### src/rtl/srm_pkg.sv
// -----------------------------------------------------------------------------
// srm_pkg
// Shared definitions for the Simple RISC Machine controller slice:
//   - state_t      : sequencer state encoding
//   - instr_cls_t  : decoded instruction class
//   - OPC_* / OP_* : opcode and op-field constants
//   - ALU_*        : ALU operation encodings
//   - VSEL_*       : register file writeback source encodings
// -----------------------------------------------------------------------------
package srm_pkg;

   typedef enum logic [2:0] {
      S_WAIT   = 3'd0,
      S_DECODE = 3'd1,
      S_WR_IMM = 3'd2,
      S_GET_A  = 3'd3,
      S_GET_B  = 3'd4,
      S_ALU    = 3'd5,
      S_WR_REG = 3'd6
   } state_t;

   typedef enum logic [2:0] {
      CLS_ILLEGAL = 3'd0,
      CLS_MOV_IMM = 3'd1,
      CLS_MOV_REG = 3'd2,
      CLS_ALU     = 3'd3,   // ADD and AND: two operands, result written to Rd
      CLS_CMP     = 3'd4,
      CLS_MVN     = 3'd5
   } instr_cls_t;

   localparam logic [2:0] OPC_MOV    = 3'b110;
   localparam logic [2:0] OPC_ALU    = 3'b101;

   localparam logic [1:0] OP_MOV_IMM = 2'b10;
   localparam logic [1:0] OP_MOV_REG = 2'b00;

   localparam logic [1:0] ALU_ADD    = 2'b00;
   localparam logic [1:0] ALU_SUB    = 2'b01;
   localparam logic [1:0] ALU_AND    = 2'b10;
   localparam logic [1:0] ALU_MVN    = 2'b11;

   localparam logic [1:0] VSEL_C     = 2'b00;
   localparam logic [1:0] VSEL_IMM8  = 2'b01;

endpackage

### src/rtl/p4_instr_decode.sv
// -----------------------------------------------------------------------------
// p4_instr_decode
// Purely combinational instruction field extraction, sign extension of the
// 8-bit immediate and classification of the instruction.
// Configuration macro: SEQ_CMP_EN (when undefined, CMP decodes as illegal).
// Ports:
//   ir      in   DATA_W  latched instruction register
//   op      out  2       IR[12:11]
//   rn      out  REG_AW  IR[10:8]
//   rd      out  REG_AW  IR[7:5]
//   sh      out  2       IR[4:3]
//   rm      out  REG_AW  IR[2:0]
//   sximm8  out  DATA_W  IR[7:0] sign-extended
//   cls     out  3       instruction class (CLS_ILLEGAL when unsupported)
// -----------------------------------------------------------------------------
module p4_instr_decode
   import srm_pkg::*;
#(
   parameter int DATA_W = 16,
   parameter int REG_AW = 3
) (
   input  logic [DATA_W-1:0] ir,
   output logic [1:0]        op,
   output logic [REG_AW-1:0] rn,
   output logic [REG_AW-1:0] rd,
   output logic [1:0]        sh,
   output logic [REG_AW-1:0] rm,
   output logic [DATA_W-1:0] sximm8,
   output instr_cls_t        cls
);

   logic [2:0] opc;

   assign opc    = ir[15:13];
   assign op     = ir[12:11];
   assign rn     = ir[8 +: REG_AW];
   assign rd     = ir[5 +: REG_AW];
   assign sh     = ir[4:3];
   assign rm     = ir[0 +: REG_AW];
   assign sximm8 = {{(DATA_W-8){ir[7]}}, ir[7:0]};

   // NOTE: every signal written in always_comb gets a default first so no
   // path through the block can leave it unassigned and infer a latch.
   always_comb begin
      cls = CLS_ILLEGAL;
      if (opc == OPC_MOV) begin
         if (op == OP_MOV_IMM)      cls = CLS_MOV_IMM;
         else if (op == OP_MOV_REG) cls = CLS_MOV_REG;
      end else if (opc == OPC_ALU) begin
         case (op)
            ALU_ADD, ALU_AND: cls = CLS_ALU;
            ALU_MVN:          cls = CLS_MVN;
            ALU_SUB: begin
`ifdef SEQ_CMP_EN
               cls = CLS_CMP;
`else
               cls = CLS_ILLEGAL;
`endif
            end
            default:          cls = CLS_ILLEGAL;
         endcase
      end
   end

endmodule

### src/rtl/p4_regfile_sequencer.sv
// -----------------------------------------------------------------------------
// p4_regfile_sequencer
// Moore controller sequencing the 8x16 register file, A/B/C pipeline registers
// and ALU/shifter of the Simple RISC Machine datapath. One instruction is
// latched into IR on s&w, then the datapath strobes are stepped through.
// Configuration macro: SEQ_CMP_EN (enables CMP: GET_A -> GET_B -> ALU w/ loads).
// Ports:
//   clk       in   1       rising-edge clock
//   reset     in   1       asynchronous active-high reset
//   s         in   1       start strobe, sampled only in WAIT
//   in        in   DATA_W  instruction, latched into IR on s&w
//   w         out  1       idle in WAIT
//   err       out  1       high during DECODE of an unsupported instruction
//   readnum   out  REG_AW  register file read index
//   writenum  out  REG_AW  register file write index
//   write     out  1       register file write enable
//   loada/b/c out  1       pipeline register loads
//   loads     out  1       status register load
//   asel      out  1       force ALU A input to 0
//   bsel      out  1       ALU B = sximm5 (unused, tied 0)
//   vsel      out  2       writeback source select
//   shift     out  2       shifter op
//   ALUop     out  2       ALU op
//   sximm8    out  DATA_W  sign-extended IR[7:0]
// -----------------------------------------------------------------------------
module p4_regfile_sequencer
   import srm_pkg::*;
#(
   parameter int DATA_W = 16,
   parameter int REG_AW = 3
) (
   input  logic              clk,
   input  logic              reset,
   input  logic              s,
   input  logic [DATA_W-1:0] in,
   output logic              w,
   output logic              err,
   output logic [REG_AW-1:0] readnum,
   output logic [REG_AW-1:0] writenum,
   output logic              write,
   output logic              loada,
   output logic              loadb,
   output logic              loadc,
   output logic              loads,
   output logic              asel,
   output logic              bsel,
   output logic [1:0]        vsel,
   output logic [1:0]        shift,
   output logic [1:0]        ALUop,
   output logic [DATA_W-1:0] sximm8
);

   state_t            state;
   logic [DATA_W-1:0] ir;

   logic [1:0]        op;
   logic [REG_AW-1:0] rn, rd, rm;
   logic [1:0]        sh;
   instr_cls_t        cls;

   p4_instr_decode #(
      .DATA_W (DATA_W),
      .REG_AW (REG_AW)
   ) u_decode (
      .ir     (ir),
      .op     (op),
      .rn     (rn),
      .rd     (rd),
      .sh     (sh),
      .rm     (rm),
      .sximm8 (sximm8),
      .cls    (cls)
   );

   // State register and IR. IR only loads in WAIT, so it holds the current
   // instruction until the sequence completes regardless of `in`.
   // NOTE: sequential state uses non-blocking assignments so every register
   // samples pre-edge values, independent of statement order.
   always_ff @(posedge clk or posedge reset) begin
      if (reset) begin
         state <= S_WAIT;
         ir    <= '0;
      end else begin
         case (state)
            S_WAIT: begin
               if (s) begin
                  ir    <= in;
                  state <= S_DECODE;
               end
            end
            S_DECODE: begin
               case (cls)
                  CLS_MOV_IMM:          state <= S_WR_IMM;
                  CLS_MOV_REG, CLS_MVN: state <= S_GET_B;
                  CLS_ALU, CLS_CMP:     state <= S_GET_A;
                  default:              state <= S_WAIT;
               endcase
            end
            S_WR_IMM: state <= S_WAIT;
            S_GET_A:  state <= S_GET_B;
            S_GET_B:  state <= S_ALU;
            S_ALU:    state <= (cls == CLS_CMP) ? S_WAIT : S_WR_REG;
            S_WR_REG: state <= S_WAIT;
            default:  state <= S_WAIT;
         endcase
      end
   end

   // Moore outputs: functions of state and IR only, never of `in` or `s`.
   always_comb begin
      w        = 1'b0;
      err      = 1'b0;
      readnum  = '0;
      writenum = '0;
      write    = 1'b0;
      loada    = 1'b0;
      loadb    = 1'b0;
      loadc    = 1'b0;
      loads    = 1'b0;
      asel     = 1'b0;
      bsel     = 1'b0;
      vsel     = VSEL_C;
      shift    = 2'b00;
      ALUop    = ALU_ADD;
      case (state)
         S_WAIT:   w = 1'b1;
         S_DECODE: err = (cls == CLS_ILLEGAL);
         S_WR_IMM: begin
            writenum = rn;
            vsel     = VSEL_IMM8;
            write    = 1'b1;
         end
         S_GET_A: begin
            readnum = rn;
            loada   = 1'b1;
         end
         S_GET_B: begin
            readnum = rm;
            loadb   = 1'b1;
         end
         S_ALU: begin
            shift = sh;
            // MOV reg passes B through ADD with A forced to 0.
            ALUop = (cls == CLS_MOV_REG) ? ALU_ADD : op;
            asel  = (cls == CLS_MOV_REG) || (cls == CLS_MVN);
            if (cls == CLS_CMP) loads = 1'b1;
            else                loadc = 1'b1;
         end
         S_WR_REG: begin
            writenum = rd;
            vsel     = VSEL_C;
            write    = 1'b1;
         end
         default: ;
      endcase
   end

endmodule

### config.mk
export PLATFORM = sky130hd
export DESIGN_NAME = p4_regfile_sequencer
export DESIGN_NICKNAME = d
export VERILOG_FILES = /design/src/rtl/srm_pkg.sv /design/src/rtl/p4_instr_decode.sv /design/src/rtl/p4_regfile_sequencer.sv
export SDC_FILE = /design/constraint.sdc
export NUM_CORES = 1
export LEC_CHECK = 0
export BUFFER_PORTS_ARGS = -buffer_cell sky130_fd_sc_hd__buf_2
export CELL_PAD_IN_SITES_DETAIL_PLACEMENT = 0
export CELL_PAD_IN_SITES_GLOBAL_PLACEMENT = 1
export CORE_ASPECT_RATIO = 0.6
export CORE_MARGIN = 5
export CORE_UTILIZATION = 32
export CTS_BUF_LIST = sky130_fd_sc_hd__clkbuf_4
export CTS_CLUSTER_SIZE = 12
export DETAILED_ROUTE_END_ITERATION = 8
export PLACE_DENSITY = 0.75
export SYNTH_ARGS = -nofsm -noshare
export SYNTH_HDL_FRONTEND = slang
export SYNTH_SLANG_ARGS = --single-unit
### constraint.sdc
create_clock -name clk -period 1.39 [get_ports clk]
set_input_delay 0.2085 -clock clk [delete_from_list [all_inputs] [get_ports clk]]
set_output_delay 0.2085 -clock clk [all_outputs]
set_load 0.05 [all_outputs]
==> Word level (Yosys, flattened, before mapping) <==
Cells that the tools add are included.
{ "classes": {"add_sub_neg": 0, "n_lt_le_gt_ge": 0, "mux": 25, "reduce_logical": 9, "shifts": 0, "n_bitwise": 0, "div_mod_pow": 0, "eq_ne": 17, "mul": 0} }
{ "op_table": {"columns": ["operator", "count"], "rows": [
  ["equality test 3 bit (second input constant)", 7],
  ["case mux 3 bit (3 select lines)", 2],
  ["two-way mux 3 bit", 5],
  ["case mux 3 bit (5 select lines)", 1],
  ["equality test 3 x 2 -> 1 bit (second input constant)", 4],
  ["case mux 3 bit (2 select lines)", 2],
  ["two-way mux 1 bit", 11],
  ["two-way mux 2 bit", 4],
  ["OR reduction 2 bit", 4],
  ["equality test 3 x 1 -> 1 bit (second input constant)", 2],
  ["zero test 3 bit", 2],
  ["equality test 2 bit (second input constant)", 2],
  ["equality test 2 x 1 -> 1 bit (second input constant)", 1],
  ["zero test 2 bit", 1],
  ["inequality test 2 bit (second input constant)", 1],
  ["AND reduction 2 bit", 1],
  ["logical OR 1 bit", 1]
]} }
{ "totals": {"out_inout_bits": 37, "inputBits": 19, "regBits": 19, "elab_cells": 53, "latch_bits": 0, "rom_bits": 0, "ram_bits": 0, "n_memories": 0} }

==> Logic depth before layout (Yosys ltp) <==
{ "depth": {"ltp_word": 9, "depth_mapped": 5, "ltp_nobuf": 4} }

==> Modules after synthesis <==
Synthesis repeated with hierarchy kept, for this count alone.
{ "hier_totals": {"hier_cells": 136, "hier_area_um2": 1395.1} }
{ "by_module_without_submodules": {"columns": ["mod", "area_per_inst_um2", "seq_area_each_um2", "n_inst", "cells_per_inst"], "rows": [
  ["p4_regfile_sequencer", 1112.3, 475.5, 1, 97],
  ["p4_instr_decode", 282.8, 0.0, 1, 39]
]} }

==> Least setup slack after synthesis <==
Ideal clock, no wire load.
{ "synth_path": {"path_kind": "register to output", "start": "register state[2]", "end": "output port readnum[0]", "slack_ns": -1.231, "arrival_time_ns": 2.412, "path_stages_with_launch": 5, "path_cell_list": "dfrtp_1 > buf_2 > inv_1 > nor3_1 > a22o_1"} }
{ "synth_via": {"elab_chain_len": 2, "word_cells_on_any_way": 3} }
{ "synth_rtl": {"columns": ["item", "line", "rtl"], "rows": [
  ["start: declaration", "p4_regfile_sequencer.sv:53", "state_t state;"],
  ["start signal: assignment", "p4_regfile_sequencer.sv:102", "S_ALU: state <= (cls == CLS_CMP) ? S_WAIT : S_WR_REG;"],
  ["equality test 3 bit / equality test 3 x 2 -> 1 bit (equally long branches)", "p4_regfile_sequencer.sv:125", "case (state)"],
  ["case mux 3 bit (2 select lines) (*)", "p4_regfile_sequencer.sv:125", null],
  ["end: declaration", "p4_regfile_sequencer.sv:38", "output logic [REG_AW-1:0] readnum,"]
]} }
Mark *: on every way between the ends. The rest lies on a longest branch, timed or not.

==> Worst setup path in the final report <==
{ "layout_path": {"start": "register ir[13]", "end": "output port asel"} }
{ "layout_via": {"elab_chain_len": 6, "word_cells_on_any_way": 8} }
{ "layout_rtl": {"columns": ["item", "line", "rtl"], "rows": [
  ["start: declaration", "p4_regfile_sequencer.sv:54", "logic [DATA_W-1:0] ir;"],
  ["start signal: assignment", "p4_regfile_sequencer.sv:87", "ir <= in;"],
  ["equality test 3 bit", "p4_instr_decode.sv:49", "end else if (opc == OPC_ALU) begin"],
  ["two-way mux 3 bit", "p4_instr_decode.sv:49", null],
  ["two-way mux 3 bit (*)", "p4_instr_decode.sv:46", "if (opc == OPC_MOV) begin"],
  ["equality test 3 x 2 -> 1 bit / equality test 3 bit (equally long branches)", "p4_regfile_sequencer.sv:145", "asel = (cls == CLS_MOV_REG) || (cls == CLS_MVN);"],
  ["logical OR 1 bit (*)", "p4_regfile_sequencer.sv:145", null],
  ["two-way mux 1 bit (*)", "p4_regfile_sequencer.sv:125", null],
  ["end: declaration", "p4_regfile_sequencer.sv:45", "output logic asel,"]
]} }
Marked as above.

==> impl_metrics.csv <==
group,metric,value,unit
floorplan,dieArea,4977,sq um
global_routing,grt_pass1_vias,1028,
synthesis,synthCells,104,
placement,dpl.hpwl,2393,um
sta,hold_violations,0,
critical_path,slowest_stage,"dfrtp_1",
clock_network,cts_buffers,3,
floorplan,die_x,87.81,um
clock_network,cts-root-buf,"clkbuf_4",
critical_path,crit_cells,4,
status,status,"finished, violations left",
synthesis,yosysSeqAreaShare,0.4090,
synthesis,synthArstFlopShare,1.000,
clock_network,cts_buffer_depth,2,
detailed_routing,vias,991,
detailed_routing,wirelength,3480,um
global_routing,grt_max_degree,12,
synthesis,yosysWarnings,0,
floorplan,fp-row-count,17,
sta,fmax,0.5629,GHz
detailed_routing,drt-initial-drc-count,23,
clock_network,htreeDepth,1,
critical_path,crit_family,"simple AND/OR/NAND/NOR gates",
critical_path,crit_required,1.18,ns
synthesis,ys_seq_elements,19,
placement,place_congestion,0.7689,
sta,rsz0062_at_grt,"true",
synthesis,syn-cell-area,1162,sq um
global_routing,overflow,0,
run,maxCapViolCount,0,
critical_path,cp_slowest_stage_delay,0.44,ns
floorplan,fp.coreArea,3595,sq um
detailed_routing,routed_via_density,4.525,
floorplan,die_h,56.69,um
layout,antenna_cells,0,
placement,io_buffers,52,
floorplan,start_util,0.3234,
layout,area_growth,73.52,%
synthesis,synth_top_area_frac,0.4090,
min_path,min_path_cells,2,
detailed_routing,firstDrtPassIters,4,
sta,setup_violations,34,
synthesis,synthTopCellsByArea,"dfrtp_1 (41%), buf_4 (12%), mux2_4 (12%), mux2_2 (5.8%), mux2i_1 (2.6%)",
placement,dp_slack,-0.1492,ns
critical_path,crit_type,"flop to primary output",
critical_path,reg2reg_depth,6,
detailed_routing,detail-route-antenna-nets,0,
synthesis,synthDistinctLibCells,34,
sta,worst_slack,-0.3864,ns
min_path,hp-class,"primary input to flop",
critical_path,crit_path_start_kind,"flop",
detailed_routing,drc,0,
critical_path,path_buf_inv,1,
critical_path,endpoint_kind,"primary output",
sta,fin_worst_skew,0.01409,ns
synthesis,yosysTopAreaCell,"dfrtp_1",
critical_path,crit_path_cell_trace,"nor4b_1 -> o21ai_1 -> nor2_4 -> buf_6",
global_routing,grt_usage,0.1316,
clock_network,clk_pin_slew_worst_paths,0.12,ns
floorplan,ioPinCount,56,
synthesis,synth-edff-count,0,
clock_network,cts_tree,"done",
sta,period_share,1.278,
synthesis,synth-main-ff-cell,"dfrtp_1",
layout,nNetsFinal,192,
sta,report.final.slew_viol_count,0,
detailed_routing,avgRoutedWirePerCell,15.89,um
status,violations,"negative setup slack",
global_routing,grt_antenna_before_repair,0,
layout,drive_gt1_frac,0.7849,
clock_network,clock-sinks,19,
clock_network,clk_latency,0.31,ns
critical_path,crit_arrival,1.57,ns
global_routing,grt_pass1_wl,5092,um
sta,period_needed,1.776,ns
synthesis,syn-mean-instance-area,11.18,sq um
critical_path,cp_max_fo,4,
-- final cells by class --
| type | count | area, sq um |
|---|---|---|
| clock buffers | 3 | 22.52 |
| clock inverters | 1 | 5.005 |
| fillers | 306 | 1578 |
| inverters | 5 | 23.77 |
| multi-input cells | 60 | 701.9 |
| flip-flops and latches | 19 | 479.2 |
| well taps | 47 | 58.81 |
| repair buffers | 84 | 725.7 |
-- per-layer routing --
metal / GRT usage / share of wire / up-vias
met1: 0.1728 / 0.46 / 484
met3: 0.03519 / 0.056 / 2
met5: 0 / 0 / -
met2: 0.2071 / 0.48 / 37
li1: - / - / 468
met4: 0.04595 / 0.0055 / 0
-- repair_timing --
| item | CTS | global route |
|---|---|---|
| resized for setup | 71 | 13 |
| hold endpoints to repair | 8 | 0 |
| pin swaps | 8 | 7 |
| endpoints found under the setup margin | 34 | 35 |
| buffers inserted | 6 | 8 |
| hold buffers | 1 | 0 |
-- sequential cells by signal (all words and copies together) (netlist names) --
register,count
ir,16
state,3
-- cell usage in the layout (no fill, tap or decap), types with 2 or more instances in the layout --
master / n
mux2i_2: 2
conb_1: 3
buf_6: 16
nor3_4: 2
buf_8: 14
dfrtp_1: 16
nor2b_1: 2
inv_4: 2
and2_4: 5
clkbuf_4: 3
nor2_4: 5
buf_4: 18
a22o_4: 3
a21oi_1: 3
inv_1: 2
dfrtp_2: 3
buf_2: 34
mux2_4: 14
-- synth_stat cells, types with 3 or more instances --
cell      n
dfrtp_1  19
o21ai_0   3
mux2_4    9
mux2i_1   3
mux2_2    6
buf_4    19
inv_1     4
and2_1    4
nor2_1    6
nor2b_1   3
a22o_1    3
a21oi_1   3
-- per-stage QoR --
stage               hold WS (ns)  TNS, ns  std cells  area, sq um  utilization
CTS                       0.1147   -7.124        211         1892       0.5263
floorplan                 0.1596   -8.674        106         1295            -
finish                    0.1188   -9.046        219         2017       0.5611
global route              0.1173   -10.76        219         2017       0.5611
global placement          0.1785   -1.583        200         1565       0.4354
detailed placement        0.1836   -2.116        200         1565       0.4354
-- logic make-up after synthesis --
group	Yosys count	share of synthesized area
DFF	19	0.4090
muxes	18	0.2002
xor gates and xnor gates	1	0.007536
AOI/OAI and AO/OA	13	0.07643
and+or+nand+nor	25	0.1303
buffers and inverters	27	0.1733
other	1	0.003226
-- final timing paths --
kind / start / to / slack (ns)
max: ir[13] / asel / -0.39
min: in[7] / ir[7] / 0.12
max reg2reg: state[0] / ir[13] / -0.28
min reg2reg: ir[4] / ir[4] / 0.55
max in group asynchronous: reset / ir[6] / 0.50
min in group asynchronous: reset / ir[11] / 0.38
Power is left out: the tool's default activity adds up to more than one toggle a clock period on the data nets, which glitch-free logic cannot reach.
